`config.mk`:
```
export PLATFORM = sky130hd
export DESIGN_NAME = sfifo_wr_sched_flat
export DESIGN_NICKNAME = d
export VERILOG_FILES = /design/src/rtl/sfifo_wr_sched_if.sv /design/src/rtl/sfifo_wr_sched.sv /design/src/flat_wrapper.sv
export SDC_FILE = /design/constraint.sdc
export NUM_CORES = 1
export LEC_CHECK = 0
export BUFFER_PORTS_ARGS = -buffer_cell sky130_fd_sc_hd__buf_2
export CAP_MARGIN = 20
export CORE_MARGIN = 2
export CORE_UTILIZATION = 52
export DETAILED_ROUTE_END_ITERATION = 16
export PLACE_DENSITY = 0.82
export SETUP_SLACK_MARGIN = 0.05
export SKIP_CTS_REPAIR_TIMING = 1
export SYNTH_ARGS = -nofsm -noshare
export SYNTH_HDL_FRONTEND = slang
export SYNTH_SLANG_ARGS = --single-unit
```
`constraint.sdc`:
```
create_clock -name clk -period 3.3 [get_ports clk]
set_clock_uncertainty 0.15 [all_clocks]
set_input_delay 0.66 -clock clk [delete_from_list [all_inputs] [get_ports clk]]
set_output_delay 0.66 -clock clk [all_outputs]
set_load 0.03 [all_outputs]
```
`src/rtl/sfifo_wr_sched_if.sv`:
```
// Requester and FIFO write-port bundle for sfifo_wr_sched.
// Ports: s_valid/s_last/s_data/s_len/s_ready per requester,
//        fifo_full/fifo_free status in, fifo_we/fifo_din write out.
interface sfifo_wr_sched_if #(
    parameter int N  = 4,
    parameter int DW = 8,
    parameter int AW = 8,
    parameter int LW = 8
);
    logic [N-1:0]    s_valid;
    logic [N-1:0]    s_last;
    logic [N*DW-1:0] s_data;
    logic [N*LW-1:0] s_len;
    logic [N-1:0]    s_ready;
    logic            fifo_full;
    logic [AW:0]     fifo_free;
    logic            fifo_we;
    logic [DW-1:0]   fifo_din;

    modport master (
        output s_valid, s_last, s_data, s_len,
        output fifo_full, fifo_free,
        input  s_ready, fifo_we, fifo_din
    );

    modport slave (
        input  s_valid, s_last, s_data, s_len,
        input  fifo_full, fifo_free,
        output s_ready, fifo_we, fifo_din
    );
endinterface

```
`src/rtl/sfifo_wr_sched.sv`:
```
// Packet-atomic round-robin scheduler for one FIFO write port.
// Ports: clk, rst (async, active-low), bus (slave side of
//        sfifo_wr_sched_if), busy, gnt_id, err_len (1-cycle pulse).
module sfifo_wr_sched #(
    parameter int N  = 4,
    parameter int DW = 8,
    parameter int AW = 8,
    parameter int LW = 8
) (
    input  logic                 clk,
    input  logic                 rst,
    sfifo_wr_sched_if.slave      bus,
    output logic                 busy,
    output logic [$clog2(N)-1:0] gnt_id,
    output logic                 err_len
);
    localparam int GW = $clog2(N);
    localparam int CW = (LW > AW + 1) ? LW : AW + 1;
    localparam int KW = LW + 1;

    typedef enum logic {IDLE, BUSY} state_t;

    state_t        state;
    logic [GW-1:0] ptr;
    logic [LW-1:0] len_q;
    logic [KW-1:0] cnt;
    logic          err_done;

    logic [N-1:0]  elig;
    logic [N-1:0]  rot;
    logic          found;
    logic [GW-1:0] pick;
    logic [GW:0]   sum;
    logic [LW-1:0] pick_len;

    logic          g_valid;
    logic          g_last;
    logic [DW-1:0] g_data;
    logic [N-1:0]  rdy;
    logic          acc;
    logic [KW:0]   cnt_inc;
    logic [KW:0]   len_x;
    logic          mismatch;

    function automatic logic [LW-1:0] eff_len(input logic [LW-1:0] l);
        return (l == '0) ? LW'(1) : l;
    endfunction

    // Space check covers the whole declared packet.
    always_comb begin
        for (int i = 0; i < N; i++) begin
            elig[i] = bus.s_valid[i] &&
                      (CW'(eff_len(bus.s_len[i*LW +: LW])) <=
                       CW'(bus.fifo_free));
        end
    end

    // rot[k] is requester (ptr+k) mod N; lowest k wins.
    always_comb begin
        rot   = N'({elig, elig} >> ptr);
        found = 1'b0;
        pick  = '0;
        sum   = '0;
        for (int k = N - 1; k >= 0; k--) begin
            if (rot[k]) begin
                found = 1'b1;
                sum   = {1'b0, ptr} + (GW+1)'(k);
                pick  = (sum >= (GW+1)'(N)) ?
                        GW'(sum - (GW+1)'(N)) : GW'(sum);
            end
        end
    end

    always_comb begin
        pick_len = eff_len(bus.s_len[LW-1:0]);
        for (int i = 0; i < N; i++) begin
            if (pick == GW'(i)) begin
                pick_len = eff_len(bus.s_len[i*LW +: LW]);
            end
        end
    end

    always_comb begin
        g_valid = 1'b0;
        g_last  = 1'b0;
        g_data  = bus.s_data[DW-1:0];
        for (int i = 0; i < N; i++) begin
            if (gnt_id == GW'(i)) begin
                g_valid = bus.s_valid[i];
                g_last  = bus.s_last[i];
                g_data  = bus.s_data[i*DW +: DW];
            end
        end
    end

    always_comb begin
        rdy = '0;
        for (int i = 0; i < N; i++) begin
            rdy[i] = (state == BUSY) && !bus.fifo_full &&
                     (gnt_id == GW'(i));
        end
    end

    assign acc          = (state == BUSY) && g_valid && !bus.fifo_full;
    assign bus.s_ready  = rdy;
    assign bus.fifo_we  = acc;
    assign bus.fifo_din = g_data;

    // Short packet is judged at s_last; overrun as soon as it happens.
    assign cnt_inc  = {1'b0, cnt} + 1'b1;
    assign len_x    = (KW+1)'(len_q);
    assign mismatch = g_last ? (cnt_inc != len_x) : (cnt_inc > len_x);

    always_ff @(posedge clk or negedge rst) begin
        if (!rst) begin
            state    <= IDLE;
            busy     <= 1'b0;
            gnt_id   <= '0;
            ptr      <= '0;
            len_q    <= '0;
            cnt      <= '0;
            err_len  <= 1'b0;
            err_done <= 1'b0;
        end else begin
            err_len <= 1'b0;
            unique case (state)
                IDLE: begin
                    if (found) begin
                        state    <= BUSY;
                        busy     <= 1'b1;
                        gnt_id   <= pick;
                        len_q    <= pick_len;
                        cnt      <= '0;
                        err_done <= 1'b0;
                    end
                end
                BUSY: begin
                    if (acc) begin
                        if (!cnt_inc[KW]) begin
                            cnt <= cnt_inc[KW-1:0];
                        end
                        if (mismatch && !err_done) begin
                            err_len  <= 1'b1;
                            err_done <= 1'b1;
                        end
                        if (g_last) begin
                            state <= IDLE;
                            busy  <= 1'b0;
                            ptr   <= (gnt_id == GW'(N - 1)) ?
                                     '0 : gnt_id + 1'b1;
                        end
                    end
                end
                default: state <= IDLE;
            endcase
        end
    end
endmodule

```
`src/flat_wrapper.sv`:
```
// flat-port wrapper written by rule: the top's interface ports become plain ports
module sfifo_wr_sched_flat 
#(
    parameter int N  = 4,
    parameter int DW = 8,
    parameter int AW = 8,
    parameter int LW = 8
)
  (clk, rst, busy, gnt_id, err_len, bus_s_valid, bus_s_last, bus_s_data, bus_s_len, bus_fifo_full, bus_fifo_free, bus_s_ready, bus_fifo_we, bus_fifo_din);
  sfifo_wr_sched_if #(.N(N), .DW(DW), .AW(AW), .LW(LW)) bus_i ();
  input  logic clk;
  input  logic rst;
  output logic busy;
  output logic [$clog2(N)-1:0] gnt_id;
  output logic err_len;
  input wire logic [$bits(bus_i.s_valid)-1:0] bus_s_valid;
  input wire logic [$bits(bus_i.s_last)-1:0] bus_s_last;
  input wire logic [$bits(bus_i.s_data)-1:0] bus_s_data;
  input wire logic [$bits(bus_i.s_len)-1:0] bus_s_len;
  input wire logic [$bits(bus_i.fifo_full)-1:0] bus_fifo_full;
  input wire logic [$bits(bus_i.fifo_free)-1:0] bus_fifo_free;
  output wire logic [$bits(bus_i.s_ready)-1:0] bus_s_ready;
  output wire logic [$bits(bus_i.fifo_we)-1:0] bus_fifo_we;
  output wire logic [$bits(bus_i.fifo_din)-1:0] bus_fifo_din;
  assign bus_i.s_valid = bus_s_valid;
  assign bus_i.s_last = bus_s_last;
  assign bus_i.s_data = bus_s_data;
  assign bus_i.s_len = bus_s_len;
  assign bus_i.fifo_full = bus_fifo_full;
  assign bus_i.fifo_free = bus_fifo_free;
  assign bus_s_ready = bus_i.s_ready;
  assign bus_fifo_we = bus_i.fifo_we;
  assign bus_fifo_din = bus_i.fifo_din;
  sfifo_wr_sched #(.N(N), .DW(DW), .AW(AW), .LW(LW)) u_core (.clk(clk), .rst(rst), .bus(bus_i), .busy(busy), .gnt_id(gnt_id), .err_len(err_len));
endmodule
```
==> results of run 1 <==
registers in the layout, indices dropped and copies added (netlist names):
name             count
u_core.state         1
u_core.err_len       1
u_core.err_done      1
u_core.ptr           2
u_core.len_q         8
u_core.gnt_id        2
u_core.busy          1
u_core.cnt           9
worst paths after layout:
check / from / end / slack [ps] / cells after the start
setup / recovery: bus_s_len[5] / u_core.len_q[7] / 150 / 13
hold / removal: rst / u_core.busy / 220 / 1
setup reg to reg: u_core.cnt[0] / u_core.err_done / 600 / 10
hold reg to reg: u_core.busy / u_core.busy / 330 / 2
max in group asynchronous: rst / u_core.cnt[7] / 2420 / 1
min in group clk: u_core.busy / u_core.busy / 330 / 2
power by group:
part / internal [mW] / switching [mW] / total [mW]
sequential: 0.429 / 0.119 / 0.548
clock: 0.0864 / 0.0952 / 0.182
combinational: 0.654 / 0.864 / 1.52
total: 1.17 / 1.08 / 2.25
final cells by class:
type                            instances  area [sq um]
Multi-Input combinational cell        283          2110
Fill cell                             465          1820
Timing Repair Buffer                  133           761
Sequential cell                        25           626
Inverter                               24          90.1
Tap cell                               72          90.1
Clock buffer                            4          45.0
per-stage QoR:
stage	setup TNS [ps]	util (%)	total power [mW]
3_3_place_gp	-434	66.2	1.98
4_1_cts	0	67.0	2.24
6_report	0	67.1	2.25
2_1_floorplan	0	-	1.62
5_1_grt	0	67.1	2.44
3_5_place_dp	-1010	66.2	2.06
metal layers:
| layer | vias up | share of wire [%] |
|---|---|---|
| met1 | 1424 | 42 |
| met5 | - | 0 |
| met3 | 19 | 5.7 |
| met4 | 0 | 2.2 |
| met2 | 121 | 50 |
| li1 | 1531 | - |
synth_stat cells, drive strengths merged, types with 5 or more instances:
cell type,n
o21ai,26
o221ai,10
nand4,5
o21a,7
inv,24
and3,5
ha,45
a211oi,5
nor3,6
nor2,16
mux2i,22
dfrtp,25
clkbuf,35
o211ai,6
and4b,5
a21oi,19
nand2,48
worst max-delay path: stages:
cell and delay, ps:
sky130_fd_sc_hd__buf_2 110, sky130_fd_sc_hd__nor4_1 330, sky130_fd_sc_hd__a21oi_1 160, sky130_fd_sc_hd__ha_1 200, sky130_fd_sc_hd__and4b_1 220, sky130_fd_sc_hd__o21ai_0 60
sky130_fd_sc_hd__and3_2 240, sky130_fd_sc_hd__o211ai_1 250, sky130_fd_sc_hd__o2bb2ai_1 140, sky130_fd_sc_hd__or2_4 260, sky130_fd_sc_hd__buf_4 150, sky130_fd_sc_hd__mux2i_1 200
sky130_fd_sc_hd__o221ai_1 160
logic make-up (layout without fill, tap and decap cells):
group | after synthesis | in the layout
AOI/OAI and AO/OA | 94 | 94
DFF | 25 | 25
buffers and inverters | 63 | 161
muxes | 24 | 24
xor gates and xnor gates | 6 | 6
adders and majority gates | 45 | 45
and+or+nand+nor | 114 | 114
cells in the final DEF, fill, tap and decap left out, drive strengths merged, types with 3 or more instances in the layout:
| cell type | Yosys | routed |
|---|---|---|
| o21ai | 26 | 26 |
| or2 | 3 | 3 |
| and2 | 4 | 4 |
| buf | 4 | 133 |
| xor2 | 4 | 4 |
| a211o | 3 | 3 |
| o221ai | 10 | 10 |
| nor3 | 6 | 6 |
| and3 | 5 | 5 |
| a21oi | 19 | 19 |
| nand2 | 48 | 48 |
| nor4 | 4 | 4 |
| dfrtp | 25 | 25 |
| ha | 45 | 45 |
| inv | 24 | 24 |
| clkbuf | 35 | 4 |
| o21a | 7 | 7 |
| a21o | 3 | 3 |
| mux2i | 22 | 22 |
| nand4 | 5 | 5 |
| nand3 | 3 | 3 |
| a211oi | 5 | 5 |
| o211ai | 6 | 6 |
| nand3b | 3 | 3 |
| nand2b | 3 | 3 |
| and4b | 5 | 5 |
| nor2 | 16 | 16 |
==> run summary, run 1 <==
* finished, final reports clean — result of the run
* input port — Startpoint Class
* 0 — drt drc
* 4 — first-pass iteration count of the detailed router
* 100 — count of buffers inserted at the top-level ports
* 1.98 nW — static power due to leakage
* 218 ps — worst hold slack
* 500 — net count after synthesis
* 54.3% — initial core utilization
* 0 — Max Cap Viol
* 8.19% — portion of netlist area occupied by mux cells
* sky130_fd_sc_hd__dfrtp_1 — library cell with the largest summed area after synthesis
* compound AO/OA/AOI/OAI gates — combinational family with the most area after synthesis
* 3290 ps — required time of the critical path
* 100% — fraction of registers with async set or reset after synthesis
* in -> async — min-delay worst type
* 14.8 um — detailed-route wire length per cell
* 3150 ps — post-route minimum period
* 0 — warning count from the yosys run
* 2,954 — via count of the first global-routing pass
* 62 — distinct cell type count of the synthesized netlist
* 5 — largest driver fanout on the critical path
* 0.00301 sq mm — Post-Syn Area
* 20.8% — share of the yosys chip area belonging to registers
* 25 — CTS Sinks
* 33.0% — fraction of final layout cells with drive strength greater than 1
* 26 — maximum number of pins on one net before global-route repair
* 2 — number of buffers on the longest clock path
* 0 — Overflow after GRT
* 80 ps — clock transition at the registers of the reported paths
* 270 ps — worst-skew pair later-pin latency
* 18.7% — adder-cell share of the synthesized area
* 127 — 1st-iter DRT viols
* 19.6% — area share of and/or/nand/nor cells after synthesis
* 0 — antenna-violating nets left
* 0.00367 sq mm — post-detailed-placement cell area
* in -> reg — crit path kind
* sky130_fd_sc_hd__clkbuf_8 — clock root buffer master
* 13,100 um — wire length of the first global-routing pass
* 3 — number of buffers created by CTS
* 1 — htree depth
* 541 — number of non-filler instances in the completed layout
* 25 — post-synthesis register bit count
* 154 ps — worst setup slack after layout
* 30.8% — met1 global-route usage
* sky130_fd_sc_hd__dfrtp_1 (21%), sky130_fd_sc_hd__ha_1 (19%), sky130_fd_sc_hd__mux2i_1 (7.3%) — cell types with the largest area share after synthesis
* 95.3% — Final period util
* 0 — Setup violations, final
* 0.00554 sq mm — placeable core area
* 46.6% — grt met2 use
* 0.00372 sq mm — Layout Cell Area excl Fill
* 550 ps — slew at the pin closest to its max-slew limit
* 101 — I/O pin total
* 1.75% — fraction of synthesized cell area in xor and xnor cells
* false — unrepaired setup endpoints after global routing
* 27 — Rows
* flip-flop — kind of end point of the critical path
* 0 — number of antenna violations at the first check in global routing
* 7990 um — post-detailed-routing wire length
* 0.370 mV — maximum ir drop on the vdd rail
* yes — clock tree from TritonCTS
* -166 ps — Post-Place Worst Slack
* 318 MHz — maximum operating frequency
* 5.72 — ratio of routed vias to standard cells
* 3140 ps — arrival time worst endpoint
* 8.11 sq um — synthesized area divided by synthesized cell count
* 0 — number of max-slew violations in the final report
* 80.1 um — Chip Width
* 2.58% — met3 Track Usage GR
* 20.8% — share of Yosys cell area claimed by the top area cell type
* 371 — number of standard cells after synthesis
* 21.5% — complex-gate fraction of the synthesized area
* 537 — post-placement cell count
* 0 — count of flip-flops with a built-in enable after synthesis
* 63.3% — slew margin rel.
* 0.936 — Placer Congestion
* 80.1 um — Die Ht
* 3,095 — number of vias in the routed layout
* 0.00641 sq mm — area enclosed by the die boundary
* 6780 um — Detail Placement HPWL
* 23.7% — Layout Area Growth over Synthesis
* 0 — number of antenna diodes
* 604 mW/mm^2 — pwr dens
* met2 — most crowded layer after global routing
* 599 — number of nets in the layout
* 0 — final hold violations
* 25.3% — overall routing resource usage
* sky130_fd_sc_hd__dfrtp_1 — top flip-flop cell by instance count after synthesis
Note: power is estimated with default switching activity, not from simulation.
==> run 2: changes to the inputs <==
Settings changed: BUFFER_PORTS_ARGS -buffer_cell sky130_fd_sc_hd__buf_2 to unset, CORE_UTILIZATION 52 to 58, DONT_BUFFER_PORTS set to 1, PLACE_DENSITY 0.82 to 0.74.
==> run 2 against run 1 <==
Largest power group unchanged; critical endpoint is now u_core.len_q[0]; sequential share of layout area grew 3.1 points; critical path depth decreased by 1; first-iteration DRC count is 2.4% lower; count of clock-buffer cells in the layout is the same; critical path type unchanged; global-route usage hardly changed.
==> run summary, run 2 (same netlist as run 1, synthesis figures left out) <==
* finished, final reports clean — result of the run
* 0 — Setup violations, final
* 3350 ps — required time of the critical path
* 0.00210 sq mm — area of the multi-input gates
* 0 — final hold violations
* 0.321 mV — maximum ir drop on the vdd rail
* 0 — number of antenna diodes
* 62.3% — core occupancy in the finished layout
* 421 — post-placement cell count
* 101 — I/O pin total
* sky130_fd_sc_hd__nand2_1 — leading cell type in the layout, fill and taps excluded
* 1 — htree depth
* 41.5 ps — worst hold slack
* 2,621 — number of vias in the routed layout
* 1.52 nW — static power due to leakage
* 2,619 — via count of the first global-routing pass
* 0 ps — post-route setup TNS
* 25.2% — overall routing resource usage
* 90.3% — Final period util
* 626 sq um — Register Area
* 6140 um — Detail Placement HPWL
* 427 ps — slew at the pin closest to its max-slew limit
* -95.2 ps — Post-Place Worst Slack
* yes — clock tree from TritonCTS
* 0 — Overflow after GRT
* 0 — count of buffers inserted at the top-level ports
* 426 — number of non-filler instances in the completed layout
* 16.8 um — detailed-route wire length per cell
* 0 — drt drc
* 71.6% — slew margin rel.
* sky130_fd_sc_hd__nand2_1 (48), sky130_fd_sc_hd__ha_1 (45), sky130_fd_sc_hd__dfrtp_1 (25), sky130_fd_sc_hd__inv_1 (24), sky130_fd_sc_hd__o21ai_0 (23) — most frequent cells in the layout
* 335 MHz — maximum operating frequency
* 7140 um — post-detailed-routing wire length
* 486 — number of nets in the layout
* 0.00504 sq mm — placeable core area
* 0.00314 sq mm — Layout Cell Area excl Fill
* 26 — maximum number of pins on one net before global-route repair
* 11.5% — fraction of final layout cells with drive strength greater than 1
* 3030 ps — arrival time worst endpoint
* 319 ps — worst setup slack after layout
* 4 — first-pass iteration count of the detailed router
* 675 mW/mm^2 — pwr dens
* input port — Startpoint Class
* 0 — Max Cap Viol
* 26 — Rows
* 0 — number of max-slew violations in the final report
* 16 — largest driver fanout on the critical path
* 76.0 um — Chip Width
* 59.7% — initial core utilization
* 0.00578 sq mm — area enclosed by the die boundary
* 3 — number of buffers created by CTS
* sky130_fd_sc_hd__clkbuf_8 — clock root buffer master
* flip-flop — kind of end point of the critical path
* false — unrepaired setup endpoints after global routing
* 12,100 um — wire length of the first global-routing pass
* 0.00307 sq mm — post-detailed-placement cell area
* 76.0 um — Die Ht
* 0 — antenna-violating nets left
* 4.41% — Layout Area Growth over Synthesis
* in -> async — min-delay worst type
* 2980 ps — post-route minimum period
* 124 — 1st-iter DRT viols
* 0 — number of antenna violations at the first check in global routing
* 0.927 — Placer Congestion
* 6.15 — ratio of routed vias to standard cells
* u_core.cnt: 9 flops, u_core.len_q: 8 flops — largest registers
* 80 ps — clock transition at the registers of the reported paths
* 448 — fillcell total
* 2.12 mW — Tot Pwr
* 25 — CTS Sinks
* u_core.cnt — register name with the most flops
* 270 ps — worst-skew pair later-pin latency
* 2 — number of buffers on the longest clock path
* 9 — number of flip-flops in the largest register
* in -> reg — crit path kind
-- run 2: report_power, final --
part	switching (mW)	total (mW)	internal, mW
logic	0.757	1.36	0.600
registers	0.157	0.586	0.429
clock network	0.0904	0.177	0.0862
total	1.00	2.12	1.12
-- run 2: critical path, cell delays in order --
cell                        delay, ps
sky130_fd_sc_hd__nor3_1           270
sky130_fd_sc_hd__a21oi_1          150
sky130_fd_sc_hd__ha_1             190
sky130_fd_sc_hd__and4b_1          230
sky130_fd_sc_hd__o21ai_0           90
sky130_fd_sc_hd__and3_2           230
sky130_fd_sc_hd__o211ai_1         220
sky130_fd_sc_hd__o2bb2ai_1        110
sky130_fd_sc_hd__or2_1            260
sky130_fd_sc_hd__buf_12           170
sky130_fd_sc_hd__mux2_4           300
sky130_fd_sc_hd__o211ai_2         130
-- run 2: area by class of cell --
class	instances	share of cell area, %
multi-input cells	283	67.0
inverters	24	2.87
repair buffers	20	5.98
flip-flops and latches	25	19.9
well taps	70	2.79
clock buffers	4	1.43
-- run 2: layer usage --
metal | vias up | wire [um] | global-route usage, %
met1 | 1190 | 2900 | 30.5
met2 | 113 | 3550 | 45.4
li1 | 1298 | - | -
met5 | - | 0 | 0
met4 | 0 | 213 | 8.91
met3 | 20 | 478 | 4.15
-- run 2: worst paths after layout --
path | slack, ps | cells after the start | startpoint | endpoint
setup reg to reg | 670 | 10 | u_core.cnt[0] | u_core.err_done
hold / removal | 40 | 1 | rst | u_core.cnt[2]
max in group asynchronous | 2810 | 1 | rst | u_core.gnt_id[1]
hold reg to reg | 340 | 2 | u_core.len_q[5] | u_core.len_q[5]
setup / recovery | 320 | 12 | bus_s_len[1] | u_core.len_q[0]
min in group clk | 340 | 2 | u_core.len_q[5] | u_core.len_q[5]
